==> config.mk <==
export PLATFORM = sky130hd
export DESIGN_NAME = cla_serial_adder
export DESIGN_NICKNAME = d
export VERILOG_FILES = /design/src/rtl/cla_pkg.sv /design/src/rtl/cla4_slice.sv /design/src/rtl/cla_serial_adder.sv
export SDC_FILE = /design/constraint.sdc
export NUM_CORES = 1
export LEC_CHECK = 0
export ABC_AREA = 0
export CAP_MARGIN = 20
export CORE_UTILIZATION = 54
export DETAILED_ROUTE_END_ITERATION = 8
export PLACE_DENSITY_LB_ADDON = 0.15
export SYNTH_ARGS = -nofsm -noshare
export SYNTH_HDL_FRONTEND = slang
export SYNTH_SLANG_ARGS = --single-unit
==> constraint.sdc <==
create_clock -name clk -period 4.21 [get_ports clk]
set_input_delay 0.6315 -clock clk [delete_from_list [all_inputs] [get_ports clk]]
set_output_delay 0.6315 -clock clk [all_outputs]
set_load 0.02 [all_outputs]
==> src/rtl/cla_pkg.sv <==
// Shared definitions for the serial carry-look-ahead adder: slice width,
// FSM state encodings and the index-width helper.
package cla_pkg;

  localparam int SLICE_W = 4;

  typedef enum logic [1:0] {
    IDLE = 2'b00,
    RUN  = 2'b01,
    DONE = 2'b10
  } state_t;

  // Width of the slice index counter; never narrower than one bit.
  function automatic int idx_width(input int num_slices);
    int w;
    w = $clog2(num_slices);
    return (w < 1) ? 1 : w;
  endfunction

endpackage

==> src/rtl/cla4_slice.sv <==
// Combinational 4-bit generate/propagate carry-look-ahead slice.
// Also exports c3, the carry into bit 3, for signed-overflow detection.
module cla4_slice (
  input  logic [3:0] a,
  input  logic [3:0] b,
  input  logic       ci,
  output logic [3:0] s,
  output logic       co,
  output logic       c3
);

  logic [3:0] g;
  logic [3:0] p;
  logic [3:0] c;

  assign g = a & b;
  assign p = a ^ b;

  // Every carry is a flat function of g/p/ci, with no ripple inside the slice.
  assign c[0] = ci;
  assign c[1] = g[0] | (p[0] & ci);
  assign c[2] = g[1] | (p[1] & g[0]) | (p[1] & p[0] & ci);
  assign c[3] = g[2] | (p[2] & g[1]) | (p[2] & p[1] & g[0]) | (p[2] & p[1] & p[0] & ci);
  assign co   = g[3] | (p[3] & g[2]) | (p[3] & p[2] & g[1]) | (p[3] & p[2] & p[1] & g[0])
              | (p[3] & p[2] & p[1] & p[0] & ci);

  assign s  = p ^ c;
  assign c3 = c[3];

endmodule

==> src/rtl/cla_serial_adder.sv <==
// Serial multi-word adder: one 4-bit CLA slice per clock, LSB slice first.
// Define CLA_SERIAL_OVF_EN to add the signed-overflow output ovf.
module cla_serial_adder
  import cla_pkg::*;
#(
  parameter int WIDTH = 16
) (
  input  logic             clk,
  input  logic             rst_n,
  input  logic             in_valid,
  output logic             in_ready,
  input  logic [WIDTH-1:0] a,
  input  logic [WIDTH-1:0] b,
  input  logic             cin,
  output logic             out_valid,
  input  logic             out_ready,
  output logic [WIDTH-1:0] sum,
  output logic             carry,
  output logic             busy
`ifdef CLA_SERIAL_OVF_EN
  ,
  output logic             ovf
`endif
);

  localparam int NUM_SLICES = WIDTH / SLICE_W;
  localparam int IDX_W      = idx_width(NUM_SLICES);
  localparam logic [IDX_W-1:0] LAST_IDX = IDX_W'(NUM_SLICES - 1);

  state_t             state;
  logic [WIDTH-1:0]   a_sh;
  logic [WIDTH-1:0]   b_sh;
  logic [IDX_W-1:0]   idx;
  logic               carry_reg;
  logic [SLICE_W-1:0] slice_s;
  logic               slice_co;
  logic               slice_c3;

  cla4_slice u_slice (
    .a  (a_sh[SLICE_W-1:0]),
    .b  (b_sh[SLICE_W-1:0]),
    .ci (carry_reg),
    .s  (slice_s),
    .co (slice_co),
    .c3 (slice_c3)
  );

  assign in_ready  = (state == IDLE);
  assign out_valid = (state == DONE);
  assign busy      = (state != IDLE);
  assign carry     = carry_reg;

`ifndef CLA_SERIAL_OVF_EN
  logic unused_c3;
  assign unused_c3 = slice_c3;
`endif

  // Operands shift right so the active slice is always in the low nibble;
  // the inter-slice carry lives only in carry_reg.
  always_ff @(posedge clk or negedge rst_n) begin
    if (!rst_n) begin
      state     <= IDLE;
      a_sh      <= '0;
      b_sh      <= '0;
      idx       <= '0;
      carry_reg <= 1'b0;
      sum       <= '0;
`ifdef CLA_SERIAL_OVF_EN
      ovf       <= 1'b0;
`endif
    end else begin
      case (state)
        IDLE: begin
          if (in_valid) begin
            a_sh      <= a;
            b_sh      <= b;
            carry_reg <= cin;
            idx       <= '0;
            sum       <= '0;
`ifdef CLA_SERIAL_OVF_EN
            ovf       <= 1'b0;
`endif
            state     <= RUN;
          end
        end
        RUN: begin
          for (int i = 0; i < NUM_SLICES; i++) begin
            if (idx == IDX_W'(i)) sum[i*SLICE_W +: SLICE_W] <= slice_s;
          end
          carry_reg <= slice_co;
          a_sh      <= a_sh >> SLICE_W;
          b_sh      <= b_sh >> SLICE_W;
          idx       <= idx + 1'b1;
          if (idx == LAST_IDX) begin
            state <= DONE;
`ifdef CLA_SERIAL_OVF_EN
            ovf   <= slice_c3 ^ slice_co;
`endif
          end
        end
        DONE: begin
          if (out_ready) begin
            state <= IDLE;
`ifdef CLA_SERIAL_OVF_EN
            ovf   <= 1'b0;
`endif
          end
        end
        default: state <= IDLE;
      endcase
    end
  end

endmodule

==> Word-level counts from Yosys, hierarchy flattened <==
Cells that the tools add are included.
{ "op_classes": {"addsub": 1, "mul": 0, "n_div": 0, "n_lt_le_gt_ge": 0, "eq_ne": 11, "shift": 0, "n_mux": 18, "bitwise_logic": 29, "n_reduce_logical": 10} }
{ "ops": {"columns": ["op", "n"], "rows": [
  ["$pmux 16 s2", 3],
  ["$mux 16", 3],
  ["$and 1x1->1", 16],
  ["$mux 4", 4],
  ["$reduce_and 3->1", 5],
  ["$ne 2x2->1 const B", 5],
  ["$or 1x1->1", 10],
  ["$mux 2", 4],
  ["$xor 4x4->4", 2],
  ["$eq 2x2->1 const B", 3],
  ["$pmux 2 s3", 1],
  ["$and 4x4->4", 1],
  ["$eq 2x1->1 const B", 2],
  ["$logic_not 2->1", 2],
  ["$pmux 2 s2", 1],
  ["$reduce_bool 2->1", 2],
  ["$add 2x1->2 const B", 1],
  ["$ne 2x1->1 const B", 1],
  ["$pmux 1 s2", 1],
  ["$reduce_and 2->1", 1],
  ["$mux 1", 1]
]} }
{ "word_totals": {"reg_bits": 53, "latch_bits": 0, "ramBits": 0, "romBits": 0, "inputBits": 37, "output_inout_bits": 20, "elab_cells": 78, "memories": 0} }

==> Depth between registers and ports, before layout <==
{ "depth": {"depth_word": 8, "mapped_depth": 6, "ltp_nobuf": 6} }

==> By module <==
A second synthesis with hierarchy kept.
{ "unflattened": {"cells_unflattened": 283, "area_unflattened_um2": 2737.6} }
{ "by_module_without_submodules": {"columns": ["module", "instances", "cells_each", "area_each_um2", "seq_area_each_um2"], "rows": [
  ["cla_serial_adder", 1, 265, 2582.5, 1326.3],
  ["cla4_slice", 1, 18, 155.1, 0.0]
]} }

==> Worst setup path after synthesis <==
Ideal clock, no wire load.
{ "synth_timing": {"path_kind": "register to output", "start": "register state[1]", "end": "output busy", "arrival_ns": 1.149, "t_required_ns": 3.579, "path_slack_ns": 2.430, "stages_incl_launch_ff": 4, "path_buffers": 1, "path_cell_list": "dfrtp_1 > buf_2 > nor2_1 > inv_1"} }
{ "synth_via": {"elab_chain_len": 1} }
{ "synth_lines": {"columns": ["item", "line_no", "text"], "rows": [
  ["start: declaration", "cla_serial_adder.sv:30", "state_t state;"],
  ["start signal: assignment", "cla_serial_adder.sv:62", "state <= IDLE;"],
  ["start signal: assignment", "cla_serial_adder.sv:83", "state <= RUN;"],
  ["start signal: assignment", "cla_serial_adder.sv:95", "state <= DONE;"],
  ["$reduce_bool 2->1", "cla_serial_adder.sv:50", "assign busy = (state != IDLE);"],
  ["end: declaration", "cla_serial_adder.sv:19", "output logic busy"]
]} }
No other way between the ends.

==> Final worst setup path <==
{ "layout_timing": {"start": "register state[0]", "end": "output busy"} }
Same word-level chain as after synthesis.

==> key figures <==
Setup path
  • Stage delay of the slowest cell on the critical path: 0.76 ns
  • CP Class: reg2out
  • Worst Setup End Kind: output pin
  • Worst Setup Start Kind: flip-flop
  • Data required, critical path: 3.58 ns
  • Logic depth of the worst register-to-register path: 3
  • Worst reg2reg setup slack: 2.36 ns
  • Arrival time at the worst endpoint: 1.95 ns
  • Start of the worst register-to-register path: state[0]$_DFFE_PN0P_
  • Critical Path Fanout Max: 19
  • Endpoint of the worst-slack reg-to-reg timing path: a_sh[10]$_DFFE_PN0P_
  • Cell at the slowest stage of the critical path: dfrtp_1
  • Cell Chain, Critical Path: nor2_1, inv_1, clkdlybuf4s50_1

Placed design
  • Placed cell area: 3110 um2
  • Gp weighted congestion: 0.773
  • Number of instances in the placed design: 340
  • Detailed Place HPWL: 3590 um
  • Number of buffer cells added on primary ports: 56

Synth
  • Proportion of netlist area held by the largest area contributor: 51.4%
  • Count of warnings emitted by yosys: 0
  • Mean cell area of the mapped netlist: 10.7 um2
  • Synthesized instance count: 242
  • Post-synthesis instance area: 2580 um2
  • Nets in the synthesized netlist: 289
  • Cell taking the most area after synthesis: dfrtp_1
  • Area contributors post-synth: dfrtp_1 (51%), mux2i_1 (9.3%), nand2_1 (7.1%)
  • Register bit count reported by yosys: 53
  • Count of cell types in the netlist: 31
  • Fraction of the yosys area taken by sequential cells: 51.4%

Power and ir drop
  • Sequential Power Share: 36.8%
  • Proportion of power drawn by combinational gates: 51.8%
  • Clk pwr share: 11.4%
  • Areal power density over the cells: 756 nW/um2
  • Switch Pwr: 1.01 mW
  • Internal cell power: 1.41 mW
  • Proportion of total power due to net switching: 41.6%
  • Max rail drop VDD: 0.000398 V
  • Leakage power: 1.49 nW

Timing
  • Timing-limited maximum frequency: 0.388 GHz
  • Unrepaired setup endpoints after global routing: no
  • Final hold violation count: 0
  • Total Negative Setup Slacks: 0 ns
  • Post-Route Skew: 0.0109 ns
  • Relative slew slack: 56.1%
  • Number of endpoints failing setup at the final stage: 0
  • Transition at the pin with the smallest max-transition slack: 0.658 ns
  • Final cycle utilization of the critical path: 61.3%
  • Number of pins with negative max-slew slack in the final report: 0
  • Final critical path time including I/O delays and setup: 2.58 ns

Clock network
  • Cell chosen for the clock root: clkbuf_8
  • Buffers from clock root to sink, at most: 2
  • Later-pin clock latency in the skew report: 0.31 ns
  • Htree depth: 2
  • Cts bufs inserted: 5
  • Clock-pin transition on the worst setup and hold timing paths: 0.09 ns
  • CTS Hold Buffers Added: 0
  • Number of gates resized after CTS: 0
  • Clock net sink count: 53
  • Setup Buffers After CTS: 0
  • TritonCTS clock tree: done

Route
  • Drt wl/cell: 14.1 um
  • Detailed Route WL: 4900 um
  • Final ANT Viol Nets: 0
  • Detailed router's first-iteration violation count: 91
  • Detail-routed via count per cell: 5.48
  • Detailed-routing iteration count for the pre-antenna-repair pass: 8
  • Post-detailed-route DRC marker count: 3
  • Via count: 1,906

Floorplan
  • IO Count: 57
  • Placement row count: 24
  • Die X-Extent: 71.1 um
  • Die Area: 5060 um2
  • Height of the die: 71.1 um
  • Area of the core: 4470 um2
  • Effective utilization at floorplan: 57.6%

Global routing
  • Initial antenna violation count: 0
  • Wire length of the first global-routing pass: 8490 um
  • Via count of the first global-routing pass: 1,935
  • Leftover overflow at the end of global routing: 0
  • Pin count of the biggest net entering global routing: 54
  • Total routing resource utilization after global routing: 21.8%

Cells and area
  • Area growth from synthesis to layout: 23.9%
  • Post-route standard cell area excluding fillers: 3200 um2
  • Footprint of the multi-input gates: 1130 um2
  • Filler Cells Inserted: 350
  • Share of layout cells above drive strength 1: 6.08%
  • Fin cells: 348
  • Register area: 1330 um2
  • Count of antenna diodes in the layout: 0
  • Total Nets Final: 342
  • Largest registers ranked by flip-flop count: a_sh x16, b_sh x16, sum x16

Status
  • Outcome: finished with violations
  • Failing checks: DRC

Job
  • Number of maximum-capacitance violations: 0

Worst hold path
  • Worst hold path class: in2async
==> cell usage in the layout, fill, tap and decap left out, drive strengths merged <==
| cell type | n |
|---|---|
| a21o | 6 |
| a21oi | 11 |
| a22o | 1 |
| a32o | 3 |
| a41o | 1 |
| and2b | 2 |
| buf | 3 |
| clkbuf | 6 |
| clkdlybuf4s50 | 55 |
| clkinv | 2 |
| dfrtp | 53 |
| fa | 1 |
| ha | 9 |
| inv | 5 |
| mux2 | 4 |
| mux2i | 24 |
| nand2 | 49 |
| nand2b | 2 |
| nor2 | 5 |
| nor2b | 6 |
| o21ai | 37 |
| o22ai | 1 |
| o31ai | 7 |
| xnor2 | 1 |
| xor2 | 2 |
==> cell type report <==
type / count / area share [%]
timing repair buffer: 58 / 17.9
inverter: 5 / 0.587
tap: 52 / 2.04
clock buffer: 6 / 2.27
sequential: 53 / 41.5
clock inverter: 2 / 0.313
multi-input combinational: 172 / 35.4
==> logic make-up (layout without fill, tap and decap cells) <==
kind of cell	after synthesis	count (layout)	synth area share (%)
multiplexers	28	28	11.1
adder cells (fa/ha/maj)	10	10	5.14
AND/OR/NAND/NOR	64	64	10.9
XOR/XNOR	3	3	1.02
flip-flops	53	53	51.4
buffers and inverters	17	71	4.95
AO/OA/AOI/OAI	67	67	15.5
==> critical path: cells and delay by family, from the launching register on <==
family | cells | cell delay (ns)
flip-flops | 1 | 0.76
buffers and inverters | 2 | 0.69
AND/OR/NAND/NOR | 1 | 0.20
==> worst max path at each step <==
stage                               from                  end  slack (ns)  depth (start not counted)
floorplan           state[1]$_DFFE_PN0P_                 busy        2.43                          3
global placement                in_valid  b_sh[5]$_DFFE_PN0P_        1.70                          4
detailed placement              in_valid  b_sh[4]$_DFFE_PN0P_        1.66                          4
CTS                 state[0]$_DFFE_PN0P_                 busy        1.63                          3
global route        state[0]$_DFFE_PN0P_                 busy        1.55                          3
finish              state[0]$_DFFE_PN0P_                 busy        1.63                          3
==> power by group through the flow <==
stage	registers, mW	logic (mW)	clock network (mW)
after CTS	0.893	1.27	0.285
after floorplan	0.915	0.949	0
final	0.890	1.25	0.275
after global routing	0.920	1.39	0.305
after detailed placement	0.906	1.27	0
after global placement	0.896	1.23	0
==> metal layers <==
| metal | wire length (um) | vias to the layer above | GRT usage [%] |
|---|---|---|---|
| met3 | 207 | 7 | 5.27 |
| met2 | 2560 | 47 | 40.4 |
| met5 | 0 | - | 0 |
| met4 | 57 | 0 | 6.00 |
| met1 | 2080 | 910 | 24.9 |
| li1 | - | 942 | - |
==> synth_stat cells <==
library cell	number
o21ai_1	21
buf_6	1
o21ai_0	15
nor2b_1	6
nand2_1	49
nor2_1	5
dfrtp_1	53
buf_2	5
buf_12	3
nand2b_4	1
a41o_1	1
inv_1	5
a21oi_2	1
xor2_1	2
and2b_4	2
nand2b_1	1
o31ai_1	7
mux2_2	3
a22o_1	1
mux2i_1	24
a32o_1	3
o22ai_1	1
xnor2_1	1
o21ai_2	1
ha_1	9
mux2_1	1
clkbuf_1	2
clkbuf_2	1
a21oi_1	10
a21o_1	6
fa_1	1
==> metrics by stage <==
stage	hold WS [ns]	total power [mW]	setup WS (ns)	utilization, %
6_report	0.431	2.42	1.63	71.4
2_1_floorplan	0.336	1.86	2.43	-
4_1_cts	0.455	2.45	1.63	71.4
3_3_place_gp	0.458	2.13	1.70	69.6
5_1_grt	0.499	2.61	1.55	71.4
3_5_place_dp	0.466	2.17	1.66	69.6
Note: power is estimated with default switching activity, not from simulation.
